--- src/rtl/vc_bimodal_predictor_if.sv ---
// Request/response/update bundle for the bimodal branch predictor.
// The master side issues prediction requests and resolved-branch updates.
// The slave side (the predictor) returns the prediction and readiness.
interface vc_bimodal_predictor_if #(
    parameter int PC_SZ = 32
);
    logic             req_val;
    logic             req_rdy;
    logic [PC_SZ-1:0] req_pc;
    logic             resp_val;
    logic             resp_taken;
    logic             upd_val;
    logic [PC_SZ-1:0] upd_pc;
    logic             upd_taken;
    logic             init_done;

    modport master (
        output req_val, req_pc, upd_val, upd_pc, upd_taken,
        input  req_rdy, resp_val, resp_taken, init_done
    );

    modport slave (
        input  req_val, req_pc, upd_val, upd_pc, upd_taken,
        output req_rdy, resp_val, resp_taken, init_done
    );
endinterface

--- src/rtl/vc_bimodal_predictor.sv ---
// Bimodal branch direction predictor: a table of 2-bit saturating counters
// indexed by pc[IDX_SZ+1:2]. After reset the table is swept to INIT_CTR,
// one entry per cycle, before requests are accepted.
module vc_bimodal_predictor #(
    parameter int         IDX_SZ   = 6,
    parameter int         PC_SZ    = 32,
    parameter logic [1:0] INIT_CTR = 2'b01
) (
    input  logic                    clk,
    input  logic                    reset,
    vc_bimodal_predictor_if.slave   bus
);
    localparam int DEPTH = 1 << IDX_SZ;

    localparam logic [0:0] ST_INIT  = 1'b0;
    localparam logic [0:0] ST_READY = 1'b1;

    logic [0:0]        r_state;
    logic [IDX_SZ-1:0] r_sweep;
    logic              r_resp_val;
    logic              r_resp_taken;
    logic [1:0]        r_table [DEPTH];

    logic [IDX_SZ-1:0] w_req_idx;
    logic [IDX_SZ-1:0] w_upd_idx;
    logic              w_ready;
    logic              w_fire;
    logic [1:0]        w_upd_cur;
    logic [1:0]        w_upd_next;
    logic              w_unused;

    assign w_req_idx = bus.req_pc[IDX_SZ+1:2];
    assign w_upd_idx = bus.upd_pc[IDX_SZ+1:2];
    assign w_ready   = (r_state == ST_READY);
    assign w_fire    = bus.req_val & w_ready;
    assign w_upd_cur = r_table[w_upd_idx];

    // Only the index bits of the PCs matter; the rest are folded here.
    assign w_unused = ^{bus.req_pc, bus.upd_pc};

    // Saturating counter step for the resolved branch.
    always_comb begin
        w_upd_next = w_upd_cur;
        if (bus.upd_taken) begin
            if (w_upd_cur != 2'b11) w_upd_next = w_upd_cur + 2'b01;
        end else begin
            if (w_upd_cur != 2'b00) w_upd_next = w_upd_cur - 2'b01;
        end
    end

    // State machine: sweep every entry once, then stay READY until reset.
    always_ff @(posedge clk) begin
        if (reset) begin
            r_state <= ST_INIT;
            r_sweep <= '0;
        end else if (r_state == ST_INIT) begin
            r_sweep <= r_sweep + 1'b1;
            if (r_sweep == {IDX_SZ{1'b1}}) r_state <= ST_READY;
        end
    end

    // Single table write port: the init sweep owns it in INIT, updates in READY.
    always_ff @(posedge clk) begin
        if (!reset) begin
            if (r_state == ST_INIT) begin
                r_table[r_sweep] <= INIT_CTR;
            end else if (bus.upd_val) begin
                r_table[w_upd_idx] <= w_upd_next;
            end
        end
    end

    // Registered response; reads the pre-update counter on a same-index update.
    always_ff @(posedge clk) begin
        if (reset) begin
            r_resp_val   <= 1'b0;
            r_resp_taken <= 1'b0;
        end else begin
            r_resp_val <= w_fire;
            if (w_fire) r_resp_taken <= r_table[w_req_idx][1];
        end
    end

    assign bus.req_rdy    = w_ready;
    assign bus.init_done  = w_ready;
    assign bus.resp_val   = r_resp_val;
    assign bus.resp_taken = r_resp_taken;
endmodule

--- src/flat_wrapper.sv ---
// flat-port wrapper written by rule: the top's interface ports become plain ports
module vc_bimodal_predictor_flat 
#(
    parameter int         IDX_SZ   = 6,
    parameter int         PC_SZ    = 32,
    parameter logic [1:0] INIT_CTR = 2'b01
)
  (clk, reset, bus_req_val, bus_req_pc, bus_upd_val, bus_upd_pc, bus_upd_taken, bus_req_rdy, bus_resp_val, bus_resp_taken, bus_init_done);
  vc_bimodal_predictor_if #(.PC_SZ(PC_SZ)) bus_i ();
  input  logic clk;
  input  logic reset;
  input wire logic [$bits(bus_i.req_val)-1:0] bus_req_val;
  input wire logic [$bits(bus_i.req_pc)-1:0] bus_req_pc;
  input wire logic [$bits(bus_i.upd_val)-1:0] bus_upd_val;
  input wire logic [$bits(bus_i.upd_pc)-1:0] bus_upd_pc;
  input wire logic [$bits(bus_i.upd_taken)-1:0] bus_upd_taken;
  output wire logic [$bits(bus_i.req_rdy)-1:0] bus_req_rdy;
  output wire logic [$bits(bus_i.resp_val)-1:0] bus_resp_val;
  output wire logic [$bits(bus_i.resp_taken)-1:0] bus_resp_taken;
  output wire logic [$bits(bus_i.init_done)-1:0] bus_init_done;
  assign bus_i.req_val = bus_req_val;
  assign bus_i.req_pc = bus_req_pc;
  assign bus_i.upd_val = bus_upd_val;
  assign bus_i.upd_pc = bus_upd_pc;
  assign bus_i.upd_taken = bus_upd_taken;
  assign bus_req_rdy = bus_i.req_rdy;
  assign bus_resp_val = bus_i.resp_val;
  assign bus_resp_taken = bus_i.resp_taken;
  assign bus_init_done = bus_i.init_done;
  vc_bimodal_predictor #(.IDX_SZ(IDX_SZ), .PC_SZ(PC_SZ), .INIT_CTR(INIT_CTR)) u_core (.clk(clk), .reset(reset), .bus(bus_i));
endmodule
--- config.mk ---
export PLATFORM = sky130hd
export DESIGN_NAME = vc_bimodal_predictor_flat
export DESIGN_NICKNAME = d
export VERILOG_FILES = /design/src/rtl/vc_bimodal_predictor_if.sv /design/src/rtl/vc_bimodal_predictor.sv /design/src/flat_wrapper.sv
export SDC_FILE = /design/constraint.sdc
export NUM_CORES = 1
export LEC_CHECK = 0
export BUFFER_PORTS_ARGS = -buffer_cell sky130_fd_sc_hd__buf_2
export CORE_MARGIN = 2
export CORE_UTILIZATION = 45
export DETAILED_ROUTE_END_ITERATION = 7
export GPL_ROUTABILITY_DRIVEN = 0
export PLACE_DENSITY_LB_ADDON = 0.3
export SETUP_SLACK_MARGIN = 0.4
export SLEW_MARGIN = 20
export SYNTH_ARGS = -nofsm -noshare
export SYNTH_HDL_FRONTEND = slang
export SYNTH_SLANG_ARGS = --single-unit
--- constraint.sdc ---
create_clock -name clk -period 7.2 [get_ports clk]
set_input_delay 1.44 -clock clk [delete_from_list [all_inputs] [get_ports clk]]
set_output_delay 1.44 -clock clk [all_outputs]
set_load 0.1 [all_outputs]
# Word-level counts from Yosys, hierarchy flattened
# Memories as Yosys holds them, arrays and structs flattened. A register that Yosys moved wholly into a read port is not among the register bits.
# Index checks and enable logic that the tools add are counted.
[totals]
regBits = 8
mem_bits_rw = 128
in_bits = 69
out_inout_bits = 4
memories = 1
[op_classes]
addsub = 3
n_eq_ne = 2
n_mux = 15
bitwise = 1
reduce_logical = 2
[mem_list]
columns = ["name", "words", "word_bits", "read_ports", "rd_clocked_by_memory_dff", "wr", "line_no", "text"]
rows = [
  ["u_core.r_table", 64, 2, 2, 1, 1, "vc_bimodal_predictor.sv:22", "logic [1:0] r_table [DEPTH];"],
]
[ops]
columns = ["op", "count"]
rows = [
  ["2-to-1 mux 1 bit", 10],
  ["2-to-1 mux 2 bit", 4],
  ["adder 6 x 1 -> 6 bit, second input constant", 1],
  ["equality test 6 bit, second input constant", 1],
  ["2-to-1 mux 6 bit", 1],
  ["adder 2 x 1 -> 2 bit, second input constant", 1],
  ["!= test 2 bit, second input constant", 1],
  ["nonzero test 2 bit", 1],
  ["OR reduction 2 bit", 1],
  ["subtractor 2 x 1 -> 2 bit, second input constant", 1],
  ["AND 1 bit", 1],
]

# Logic depth before layout (Yosys ltp)
# Gate-level depths: netlist of run 1.
[logic_depth]
depth_word = 6
mapped_depth = 10
mapped_depth_nobuf = 7

# Least setup slack after synthesis of run 1
# Ideal clock, no wire load.
[synth_timing]
path_type = "input to register"
start = "input bus_upd_pc[2]"
end = "memory u_core.r_table[0][1], data pin"
setup_ns = 0.518
t_arrival_ns = 4.516
setup_slack_ns = 2.166
cell_stages = 10
n_path_buf = 3
path_cell_list = "buf_4 buf_6 and2_1 clkbuf_1 a22oi_1 and3_1 a2111oi_0 a31oi_1 nor2b_1 o21ai_1"
[synth_via]
elab_chain_cells = 5
word_cells_on_any_way = 9
cone_classes = "add/sub (2); eq/ne (1); mux (4); reduce/logical (1); memory (1)"
[synth_lines]
columns = ["element", "line_no", "text"]
rows = [
  ["start, declared", "flat_wrapper.sv:15", "input wire logic [$bits(bus_i.upd_pc)-1:0] bus_upd_pc;"],
  ["memory read (64 x 2 bit) *", "n/a", ""],
  ["subtractor 2 x 1 -> 2 bit (tied with other cells)", "vc_bimodal_predictor.sv:47", "if (w_upd_cur != 2'b00) w_upd_next = w_upd_cur - 2'b01;"],
  ["2-to-1 mux 2 bit (on tied branches)", "vc_bimodal_predictor.sv:47, vc_bimodal_predictor.sv:45", ""],
  ["2-to-1 mux 2 bit *", "vc_bimodal_predictor.sv:44", "if (bus.upd_taken) begin"],
  ["2-to-1 mux 2 bit (no source line) *", "n/a", ""],
  ["end, declared", "vc_bimodal_predictor.sv:22", ""],
]
# Every way passes the cells marked *; elsewhere a longest branch is shown, timed or not.

# Worst setup path in the final report of run 1
[layout_timing]
start = "input bus_upd_pc[3]"
end = "memory u_core.r_table[34][0], data pin"
# Same word-level chain as after synthesis.

==> results of run 1 <==
-- per-stage QoR --
step	utilization	cell area [um^2]	setup slack [ns]	hold slack, ns	total power, W
4_1_cts	0.524	7310	2.49	0.470	0.00190
5_1_grt	0.524	7310	2.19	0.495	0.00195
3_3_place_gp	0.479	6670	2.15	0.455	0.000971
3_5_place_dp	0.479	6670	2.05	0.462	0.000972
2_1_floorplan	-	6440	2.17	0.483	0.000948
6_report	0.524	7310	2.48	0.465	0.00190
-- state kept, by name, indices dropped and copies added (netlist names) --
register               cells
u_core.bus.resp_taken      1
u_core.r_table           128
u_core.r_sweep             6
u_core.bus.resp_val        1
u_core.bus.init_done       1
-- layout by cell type, fill, tap and decap left out, drive strengths merged, types with 2 or more instances in the layout --
cell type  count
nand2b         4
clkinv         2
o21ai          8
clkbuf        17
a22o           2
inv            7
xor2           3
edfxtp       128
nand3b         5
mux2i         28
buf           24
a22oi          9
nand3          9
dfxtp          9
nor2b         10
and2           3
nand2         34
bufinv         4
clkinvlp       2
o22a           2
a2111oi        2
nor2          81
a21oi         10
a211oi         3
mux4          43
-- metal layers --
layer,part of all wire,global-route usage,wire length (um),up-vias
met3,0.080,0.0728,1230,22
met1,0.40,0.274,6190,1995
met4,0.023,0.0902,352,0
li1,-,-,-,1725
met5,0,0,0,-
met2,0.49,0.347,7540,171
-- tightest hold or removal path: cells and delay by family, from the launching register on --
kind	cells	cell delay, ns
flip-flops	1	0.31
AO/OA/AOI/OAI	1	0.06
AND/OR/NAND/NOR	1	0.05
-- final cells by class --
| class | instances | share of cell area |
|---|---|---|
| Sequential cell | 137 | 0.551 |
| Clock buffer | 17 | 0.0582 |
| Multi-Input combinational cell | 270 | 0.313 |
| Tap cell | 180 | 0.0308 |
| Clock inverter | 14 | 0.0291 |
| Inverter | 1 | 0.000514 |
| Timing Repair Buffer | 24 | 0.0178 |
-- cell families after synthesis --
group,share of synthesized area
adders and majority gates,0.00194
muxes,0.199
AOI/OAI and AO/OA,0.0437
buffers and inverters,0.0245
DFF,0.624
xor gates and xnor gates,0.00544
and+or+nand+nor,0.101
-- report_power, final --
group | leakage, nW | switching [W] | internal (W)
Clock | 0.306 | 0.000350 | 0.000589
Combinational | 0.874 | 0.0000560 | 0.0000374
Sequential | 1.44 | 0.00000344 | 0.000860
-- final timing paths --
| path | startpoint | to | slack, ns |
|---|---|---|---|
| min | u_core.bus.resp_taken$_SDFFE_PP0P_ | u_core.bus.resp_taken$_SDFFE_PP0P_ | 0.47 |
| min reg2reg | u_core.bus.resp_taken$_SDFFE_PP0P_ | u_core.bus.resp_taken$_SDFFE_PP0P_ | 0.47 |
| max | bus_upd_pc[3] | u_core.r_table[34][0]$_DFFE_PP_ | 2.48 |
| max reg2reg | u_core.r_table[23][0]$_DFFE_PP_ | u_core.r_table[34][0]$_DFFE_PP_ | 3.95 |
==> reports/summary.txt, run 1 <==
WP depth -> 9
Final WL -> 15,300 um
Final setup fails -> 0
Sum Neg Setup Slack -> 0 ns
Synth warn -> 0
Post-route insts no fill -> 643
Register Area -> 0.00402 mm^2
CTS Sinks -> 137
HPWL after DPL -> 9950 um
Worst-Skew Late Latency -> 0.42 ns
Fillcell total -> 1,157
Vias in the first global route -> 3,894
CP peak stage delay -> 0.76 ns
Share of layout cells above drive strength 1 -> 0.207
Distinct cells, synth -> 42
Synthesized Nets -> 501
Yosys reg bits -> 137
Worst-Margin Slew -> 0.970 ns
Clock Pin Slew Worst Setup and Hold Paths -> 0.06 ns
Core footprint -> 0.0139 mm^2
Final hold vios -> 0
CTS Buffer Depth -> 2
Number of H-tree levels -> 4
Worst Hold Class -> reg -> reg
Starting density of the core -> 0.463
RSZ-0062 raised after global routing -> no
WS Path Type -> in -> reg
Final net count -> 521
Die Y -> 124 um
First-pass GRT wire length -> 23,300 um
Global Route Usage Sum -> 0.218
CTS resizes -> 0
Largest net degree at the start of global routing -> 42
Max Transition Viols Final -> 0
WP buf/inv -> 2
Mean post-synth cell area -> 15.0 um^2
Crit-path slowest cell -> o21ai_4
Top post-synthesis cells by count -> edfxtp_1 (128), nor2_1 (81), mux4_2 (37)
Inserted Clock Buffers -> 17
Placed Cells incl. Taps -> 612
Sequential fraction of the synthesis area -> 0.624
Most common cell in the netlist -> edfxtp_1
Worst Path Max Fanout -> 41
Synth Cell Area -> 0.00644 mm^2
R2R depth -> 8
Ys async rst share -> 0
WL per Instance -> 23.8 um
Post-synth EDFFs -> 128
Cell family with most CP delay -> compound AO/OA/AOI/OAI gates
Buffers on Ports -> 20
Detail Route Antenna Nets -> 0
Status -> finished clean
Pre-antenna DRT Iters -> 5
Relative slew slack -> 0.351
Max-Cap Viols -> 0
# DRC -> 0
Post-DR vias/cell -> 6.09
Multi-input combinational cell area -> 0.00229 mm^2
Clock root cell -> clkbuf_16
Area grow syn2layout -> 13.4%
CP arrival -> 4.95 ns
Post-CTS setup buffer count -> 0
GRT overflow -> 0
Synth top area share -> 0.596
Die area -> 0.0153 mm^2
CP endpoint kind -> flip-flop
Initial antenna violation count -> 0
Critical path required time -> 7.42 ns
Worst Hold Depth -> 2
Top FF cell, synth -> edfxtp_1
Max Fclk -> 212 MHz
First DRT Iteration DRCs -> 466
CTS tree -> yes
Startpoint Class -> input port
P_leak -> 2.62 nW
Overall via count from detail_route -> 3,913
Hold-fix buffers, CTS -> 0
Row cnt -> 43
N_diodes -> 0
Max VDD drop -> 190 uV
Die W -> 124 um
Cells along the critical path -> buf_2 -> mux4_1 -> a22oi_1 -> and3_1 -> a2111oi_0 -> a31oi_1 -> a21oi_1 -> o21ai_4 -> buf_4
Minimum clock period -> 4.72 ns
Final Cycle Share -> 0.656
Area contributors post-synth -> edfxtp_1 (60%), mux4_2 (13%), nor2_1 (4.7%)
Clk_skew -> 0.0125 ns
P per Cell Area -> 259 mW/mm^2
Gate Count Post-Synth -> 431
Area leader, netlist -> edfxtp_1
I/O pin total -> 73
No activity file was read; power rests on OpenSTA's default activity.
==> run 2, diff against run 1 <==
clock period = 4.38 ns   (was 7.2 ns; I/O delays follow)
==> run 2 against run 1 <==
Worst setup slack got worse by 1.6 ns. Non-clock buffer count increased by 7. First-iteration DRC count decreased by 22%. Power increased by 53%. Via count increased by 0.20%. Combinational power increased by 67%. Critical path depth increased by 1. Largest cell class unchanged.
==> reports/summary.txt, run 2 (synthesis results as in run 1) <==
Cell family with most CP delay -> compound AO/OA/AOI/OAI gates (unchanged)
Worst Path Max Fanout -> 38 (was 41)
WP buf/inv -> 3 (was 2)
HPWL after DPL -> 10,300 um (was 9950 um)
Final setup fails -> 0 (unchanged)
Critical path required time -> 4.63 ns (was 7.42 ns)
Clock Pin Slew Worst Setup and Hold Paths -> 0.06 ns (about the same)
Minimum clock period -> 3.50 ns
CTS Buffer Depth -> 2 (unchanged)
Largest net degree at the start of global routing -> 46 (was 42)
WL per Instance -> 23.5 um (was 23.8 um)
Max Fclk -> 286 MHz
Buffers on Ports -> 20 (unchanged)
Final hold vios -> 0 (unchanged)
Pre-antenna DRT Iters -> 5 (unchanged)
Worst Hold Depth -> 2 (unchanged)
Post-DR vias/cell -> 6.04 (was 6.09)
Worst Hold End -> u_core.bus.resp_taken$_SDFFE_PP0P_ (unchanged)
Hold Path Origin -> u_core.bus.resp_taken$_SDFFE_PP0P_ (unchanged)
GRT overflow -> 0 (unchanged)
Final instance area -> 0.00728 mm^2 (was 0.00731 mm^2)
Reg2reg start -> u_core.bus.init_done$_SDFF_PP0_ (was u_core.r_table[23][0]$_DFFE_PP_)
RSZ-0062 raised after global routing -> no (unchanged)
Clk_skew -> 0.0144 ns (was 0.0125 ns)
Max Transition Viols Final -> 0 (unchanged)
Relative slew slack -> 0.568 (was 0.351)
First-pass GRT wire length -> 23,000 um (was 23,300 um)
CP arrival -> 3.75 ns (was 4.95 ns)
N_diodes -> 0 (unchanged)
Core footprint -> 0.0139 mm^2 (unchanged)
Row cnt -> 43 (unchanged)
Overall via count from detail_route -> 3,921 (was 3,913)
Die W -> 124 um (unchanged)
Final net count -> 528 (was 521)
# DRC -> 0 (unchanged)
Worst-Skew Late Latency -> 0.42 ns (about the same)
Die Y -> 124 um (unchanged)
CTS resizes -> 0 (unchanged)
Die area -> 0.0153 mm^2 (unchanged)
Inserted Clock Buffers -> 17 (unchanged)
Post-CTS setup buffer count -> 0 (unchanged)
Initial antenna violation count -> 0 (unchanged)
Worst-Margin Slew -> 0.644 ns (was 0.970 ns)
WS Path Type -> in -> reg (unchanged)
P_leak -> 2.61 nW (was 2.62 nW)
CP peak stage delay -> 0.54 ns (was 0.76 ns)
Top flop regs -> u_core.r_table: 128 flops, u_core.r_sweep: 6 flops (unchanged)
Sum Neg Setup Slack -> 0 ns (unchanged)
Worst Hold Class -> reg -> reg (unchanged)
CTS tree -> yes (unchanged)
Largest register FFs -> 128 (unchanged)
Area grow syn2layout -> 12.9% (was 13.4%)
Worst R2R Setup Slack -> 1.56 ns (was 3.95 ns)
Hold-fix buffers, CTS -> 0 (unchanged)
Fillcell total -> 1,148 (was 1,157)
Startpoint Class -> input port (unchanged)
Final WL -> 15,300 um (about the same)
Number of H-tree levels -> 4 (unchanged)
Max VDD drop -> 268 uV (was 190 uV)
Final Cycle Share -> 0.799
R2R depth -> 5 (was 8)
Clock root cell -> clkbuf_16 (unchanged)
Largest Register -> u_core.r_table (unchanged)
I/O pin total -> 73 (unchanged)
Max-Cap Viols -> 0 (unchanged)
CP endpoint kind -> flip-flop (unchanged)
Status -> finished clean (unchanged)
CTS Sinks -> 137 (unchanged)
Global Route Usage Sum -> 0.215 (was 0.218)
Most frequent cells in the layout -> edfxtp_1 (128), nor2_1 (81), mux4_2 (37) (unchanged)
Detail Route Antenna Nets -> 0 (unchanged)
P per Cell Area -> 398 mW/mm^2 (was 259 mW/mm^2)
First DRT Iteration DRCs -> 364 (was 466)
Post-Place Cell Area -> 0.00673 mm^2 (was 0.00667 mm^2)
Cells along the critical path -> buf_2 -> buf_4 -> mux4_2 -> a22oi_1 -> and3_1 -> a2111oi_0 -> a31oi_1 -> a21oi_1 -> o21ai_4 -> buf_12 (was buf_2 -> mux4_1 -> a22oi_1 -> and3_1 -> a2111oi_0 -> a31oi_1 -> a21oi_1 -> o21ai_4 -> buf_4)
Tot Pwr -> 0.00290 W (was 0.00190 W)
Vias in the first global route -> 3,915 (was 3,894)
Commonest non-fill, non-tap cell in the layout -> edfxtp_1 (unchanged)
Share of layout cells above drive strength 1 -> 0.205 (was 0.207)
Starting density of the core -> 0.463 (unchanged)
Worst R2R End -> u_core.r_table[21][1]$_DFFE_PP_ (was u_core.r_table[34][0]$_DFFE_PP_)
Crit-path slowest cell -> mux4_2 (was o21ai_4)
[run 2: how the worst max path moves through the flow]
stage                     slack, ns  depth (start not counted)                               to          start
after floorplan                0.67                         10   u_core.r_table[0][1]$_DFFE_PP_  bus_upd_pc[2]
after detailed placement       0.47                         10  u_core.r_table[37][0]$_DFFE_PP_  bus_upd_pc[3]
final                          0.88                         10   u_core.r_table[1][0]$_DFFE_PP_  bus_upd_pc[3]
after global routing           0.69                         10  u_core.r_table[39][0]$_DFFE_PP_  bus_upd_pc[3]
after CTS                      0.89                         10  u_core.r_table[39][0]$_DFFE_PP_  bus_upd_pc[3]
after global placement         0.61                         10  u_core.r_table[37][0]$_DFFE_PP_  bus_upd_pc[3]
[run 2: area by class of cell]
type	instances	area [um^2]	area share
sequential	137	4020	0.553
multi-input combinational	270	2290	0.314
clock buffer	20	437	0.0600
tap	180	225	0.0310
timing repair buffer	31	195	0.0268
clock inverter	10	105	0.0144
inverter	1	3.75	0.000516
[run 2: metrics by stage]
step           hold WS, ns  worst slack, ns  utilization  instances
2_1_floorplan        0.483            0.669            -        431
3_3_place_gp         0.450            0.607        0.483        619
3_5_place_dp         0.456            0.466        0.483        619
4_1_cts              0.463            0.891        0.522        649
5_1_grt              0.495            0.691        0.522        649
6_report             0.462            0.879        0.522        649
[run 2: layer usage]
layer | up-vias | track usage | wire length [um]
met3 | 39 | 0.0641 | 1090
met5 | - | 0 | 0
met2 | 187 | 0.335 | 7260
met4 | 0 | 0.100 | 405
li1 | 1734 | - | -
met1 | 1961 | 0.279 | 6510
[run 2: worst min-delay path: stages (launching register included)]
cell and delay, ns:
dfxtp_1 0.30, nand2_1 0.05, a21oi_1 0.05
[run 2: power by group]
group | switching, W | internal (W) | total [W]
Combinational | 0.0000916 | 0.0000641 | 0.000156
Sequential | 0.00000573 | 0.00142 | 0.00142
Clock | 0.000497 | 0.000821 | 0.00132
==> run 3, diff against run 2 <==
clock period = 2.8 ns   (was 4.38 ns; I/O delays follow)
==> run 3 against run 2 <==
Clock power grew 69%. Die area is the same. Via count grew 7.3%. Utilization grew 4.0 points. Hold slack lost 0.060 ns. Global-route usage grew 0.93 points. Worst setup slack lost 0.81 ns. First-iteration DRC count grew 68%. Final cell count grew 5.5%. Critical path type is now reg -> reg. Largest cell class unchanged.
==> reports/summary.txt, run 3 (synthesis results as in run 1) <==
Register Area -> 0.00403 mm^2 (was 0.00402 mm^2)
First DRT Iteration DRCs -> 610 (was 364)
Initial antenna violation count -> 1 (was 0)
Largest net degree at the start of global routing -> 26 (was 46)
Detail Route Antenna Nets -> 0 (unchanged)
Max VDD drop -> 711 uV (was 268 uV)
Largest register FFs -> 128 (unchanged)
Multi-input combinational cell area -> 0.00233 mm^2 (was 0.00229 mm^2)
Fillcell total -> 1,048 (was 1,148)
WS Path Type -> reg -> reg (was in -> reg)
DP Worst Slack -> -0.379 ns (was 0.466 ns)
Worst Hold Depth -> 3 (was 2)
First-pass GRT wire length -> 23,900 um (was 23,000 um)
Final worst slack -> 0.0734 ns (was 0.879 ns)
Die Y -> 124 um (unchanged)
Overall via count from detail_route -> 4,208 (was 3,921)
Number of H-tree levels -> 4 (unchanged)
HPWL after DPL -> 10,800 um (was 10,300 um)
# DRC -> 0 (unchanged)
Most frequent cells in the layout -> edfxtp_1 (128), nor2_1 (79), mux4_2 (41) (was edfxtp_1 (128), nor2_1 (81), mux4_2 (37))
Pre-antenna DRT Iters -> 5 (unchanged)
CTS Buffer Depth -> 2 (unchanged)
Core Util, Final -> 0.562 (was 0.522)
Die W -> 124 um (unchanged)
Vias in the first global route -> 4,054 (was 3,915)
Sum Neg Setup Slack -> 0 ns (unchanged)
R2R depth -> 9 (was 5)
Global Route Usage Sum -> 0.225 (was 0.215)
Worst Path Max Fanout -> 12 (was 38)
CP arrival -> 2.90 ns (was 3.75 ns)
Clock Pin Slew Worst Setup and Hold Paths -> 0.06 ns (about the same)
Area grow syn2layout -> 21.5% (was 12.9%)
Clock root cell -> clkbuf_16 (unchanged)
Die area -> 0.0153 mm^2 (unchanged)
Clk_skew -> 0.0105 ns (was 0.0144 ns)
GRT overflow -> 0 (unchanged)
Worst-Skew Late Latency -> 0.43 ns (was 0.42 ns)
I/O pin total -> 73 (unchanged)
WL per Instance -> 24.1 um (was 23.5 um)
Critical path required time -> 2.98 ns (was 4.63 ns)
Minimum clock period -> 2.73 ns
RSZ-0062 raised after global routing -> yes (was no)
Row cnt -> 43 (unchanged)
Starting density of the core -> 0.463 (unchanged)
Final Cycle Share -> 0.974
CTS tree -> yes (unchanged)
Worst Hold Class -> in -> reg (was reg -> reg)
Hold-fix buffers, CTS -> 0 (unchanged)
Status -> finished clean (unchanged)
Core footprint -> 0.0139 mm^2 (unchanged)
Top flop regs -> u_core.r_table: 128 flops, u_core.r_sweep: 6 flops (unchanged)
Final hold vios -> 0 (unchanged)
Worst R2R End -> u_core.r_table[8][0]$_DFFE_PP_ (was u_core.r_table[21][1]$_DFFE_PP_)
CP endpoint kind -> flip-flop (unchanged)
Final setup fails -> 0 (unchanged)
Max Fclk -> 367 MHz
P_leak -> 2.87 nW (was 2.61 nW)
Final WL -> 16,500 um (was 15,300 um)
Hold Path Origin -> bus_req_val (was u_core.bus.resp_taken$_SDFFE_PP0P_)
Worst Hold End -> u_core.bus.resp_val$_SDFF_PP0_ (was u_core.bus.resp_taken$_SDFFE_PP0P_)
Post-DR vias/cell -> 6.14 (was 6.04)
Relative slew slack -> 0.552 (was 0.568)
Buffers on Ports -> 20 (unchanged)
Final net count -> 562 (was 528)
Worst R2R Setup Slack -> 0.07 ns (was 1.56 ns)
P per Cell Area -> 606 mW/mm^2 (was 398 mW/mm^2)
Startpoint Class -> flip-flop (was input port)
Worst-Margin Slew -> 0.667 ns (was 0.644 ns)
Reg2reg start -> u_core.r_table[16][1]$_DFFE_PP_ (was u_core.bus.init_done$_SDFF_PP0_)
Commonest non-fill, non-tap cell in the layout -> edfxtp_1 (unchanged)
Max-Cap Viols -> 0 (unchanged)
CTS Sinks -> 137 (unchanged)
Max Transition Viols Final -> 0 (unchanged)
Largest Register -> u_core.r_table (unchanged)
N_diodes -> 0 (unchanged)
Worst hold margin -> 0.402 ns (was 0.462 ns)
Share of layout cells above drive strength 1 -> 0.299 (was 0.205)
Inserted Clock Buffers -> 17 (unchanged)
[run 3: changes by cell type in the layout (fill, tap and decap cells not counted), moves of 4 or more]
cell / delta
mux4_2: +4
mux4_1: -4
buf_4: +20
clkbuf_16: +4
buf_12: +4
[run 3: layout make-up]
| type | count | share of cell area |
|---|---|---|
| clock inverter | 13 | 0.0195 |
| clock buffer | 19 | 0.0553 |
| sequential | 137 | 0.514 |
| tap | 180 | 0.0288 |
| timing repair buffer | 65 | 0.0845 |
| inverter | 1 | 0.000479 |
| multi-input combinational | 270 | 0.297 |
[run 3: worst max path at each step]
stage	cells past startpoint	from	endpoint	slack, ns
2_1_floorplan	9	bus_upd_pc[3]	u_core.r_table[0][0]$_DFFE_PP_	-0.16
3_3_place_gp	11	bus_upd_pc[3]	u_core.r_table[23][1]$_DFFE_PP_	-0.36
3_5_place_dp	10	bus_upd_pc[3]	u_core.r_table[25][0]$_DFFE_PP_	-0.38
4_1_cts	8	u_core.r_table[27][1]$_DFFE_PP_	u_core.r_table[4][0]$_DFFE_PP_	0.12
5_1_grt	9	u_core.r_table[29][1]$_DFFE_PP_	u_core.r_table[61][1]$_DFFE_PP_	0.03
6_report	9	u_core.r_table[16][1]$_DFFE_PP_	u_core.r_table[8][0]$_DFFE_PP_	0.07
[run 3: through the flow]
step / area (um^2) / instances / power, W
3_3_place_gp: 6950 / 640 / 0.00253
3_5_place_dp: 6950 / 640 / 0.00253
5_1_grt: 7830 / 685 / 0.00485
6_report: 7830 / 685 / 0.00474
4_1_cts: 7630 / 676 / 0.00476
2_1_floorplan: 6520 / 431 / 0.00245
[run 3: what timing repair did]
item | CTS | global route
gates resized for setup | 15 | 9
cloned | 2 | 6
pin swaps | 1 | 2
setup endpoints to repair | 128 | 132
buffers inserted | 2 | 3
[run 3: metal layers]
layer	track usage	vias up	routed length (um)
met4	0.0980	2	391
met1	0.311	2134	6860
met5	0	-	13
met2	0.330	231	7660
li1	-	1807	-
met3	0.0678	34	1560
[run 3: worst max-delay path: stages, from the launching register on]
cell       delay (ns)
edfxtp_1         0.42
mux4_2           0.48
mux4_2           0.49
inv_2            0.09
a2111oi_2        0.07
a41o_2           0.33
nor2_2           0.18
o21ai_4          0.07
buf_12           0.16
clkbuf_16        0.17
[run 3: report_power, final]
group	switching (W)	internal, W	total, W
logic	0.000159	0.000128	0.000287
clock network	0.000845	0.00139	0.00223
registers	0.00000833	0.00221	0.00222
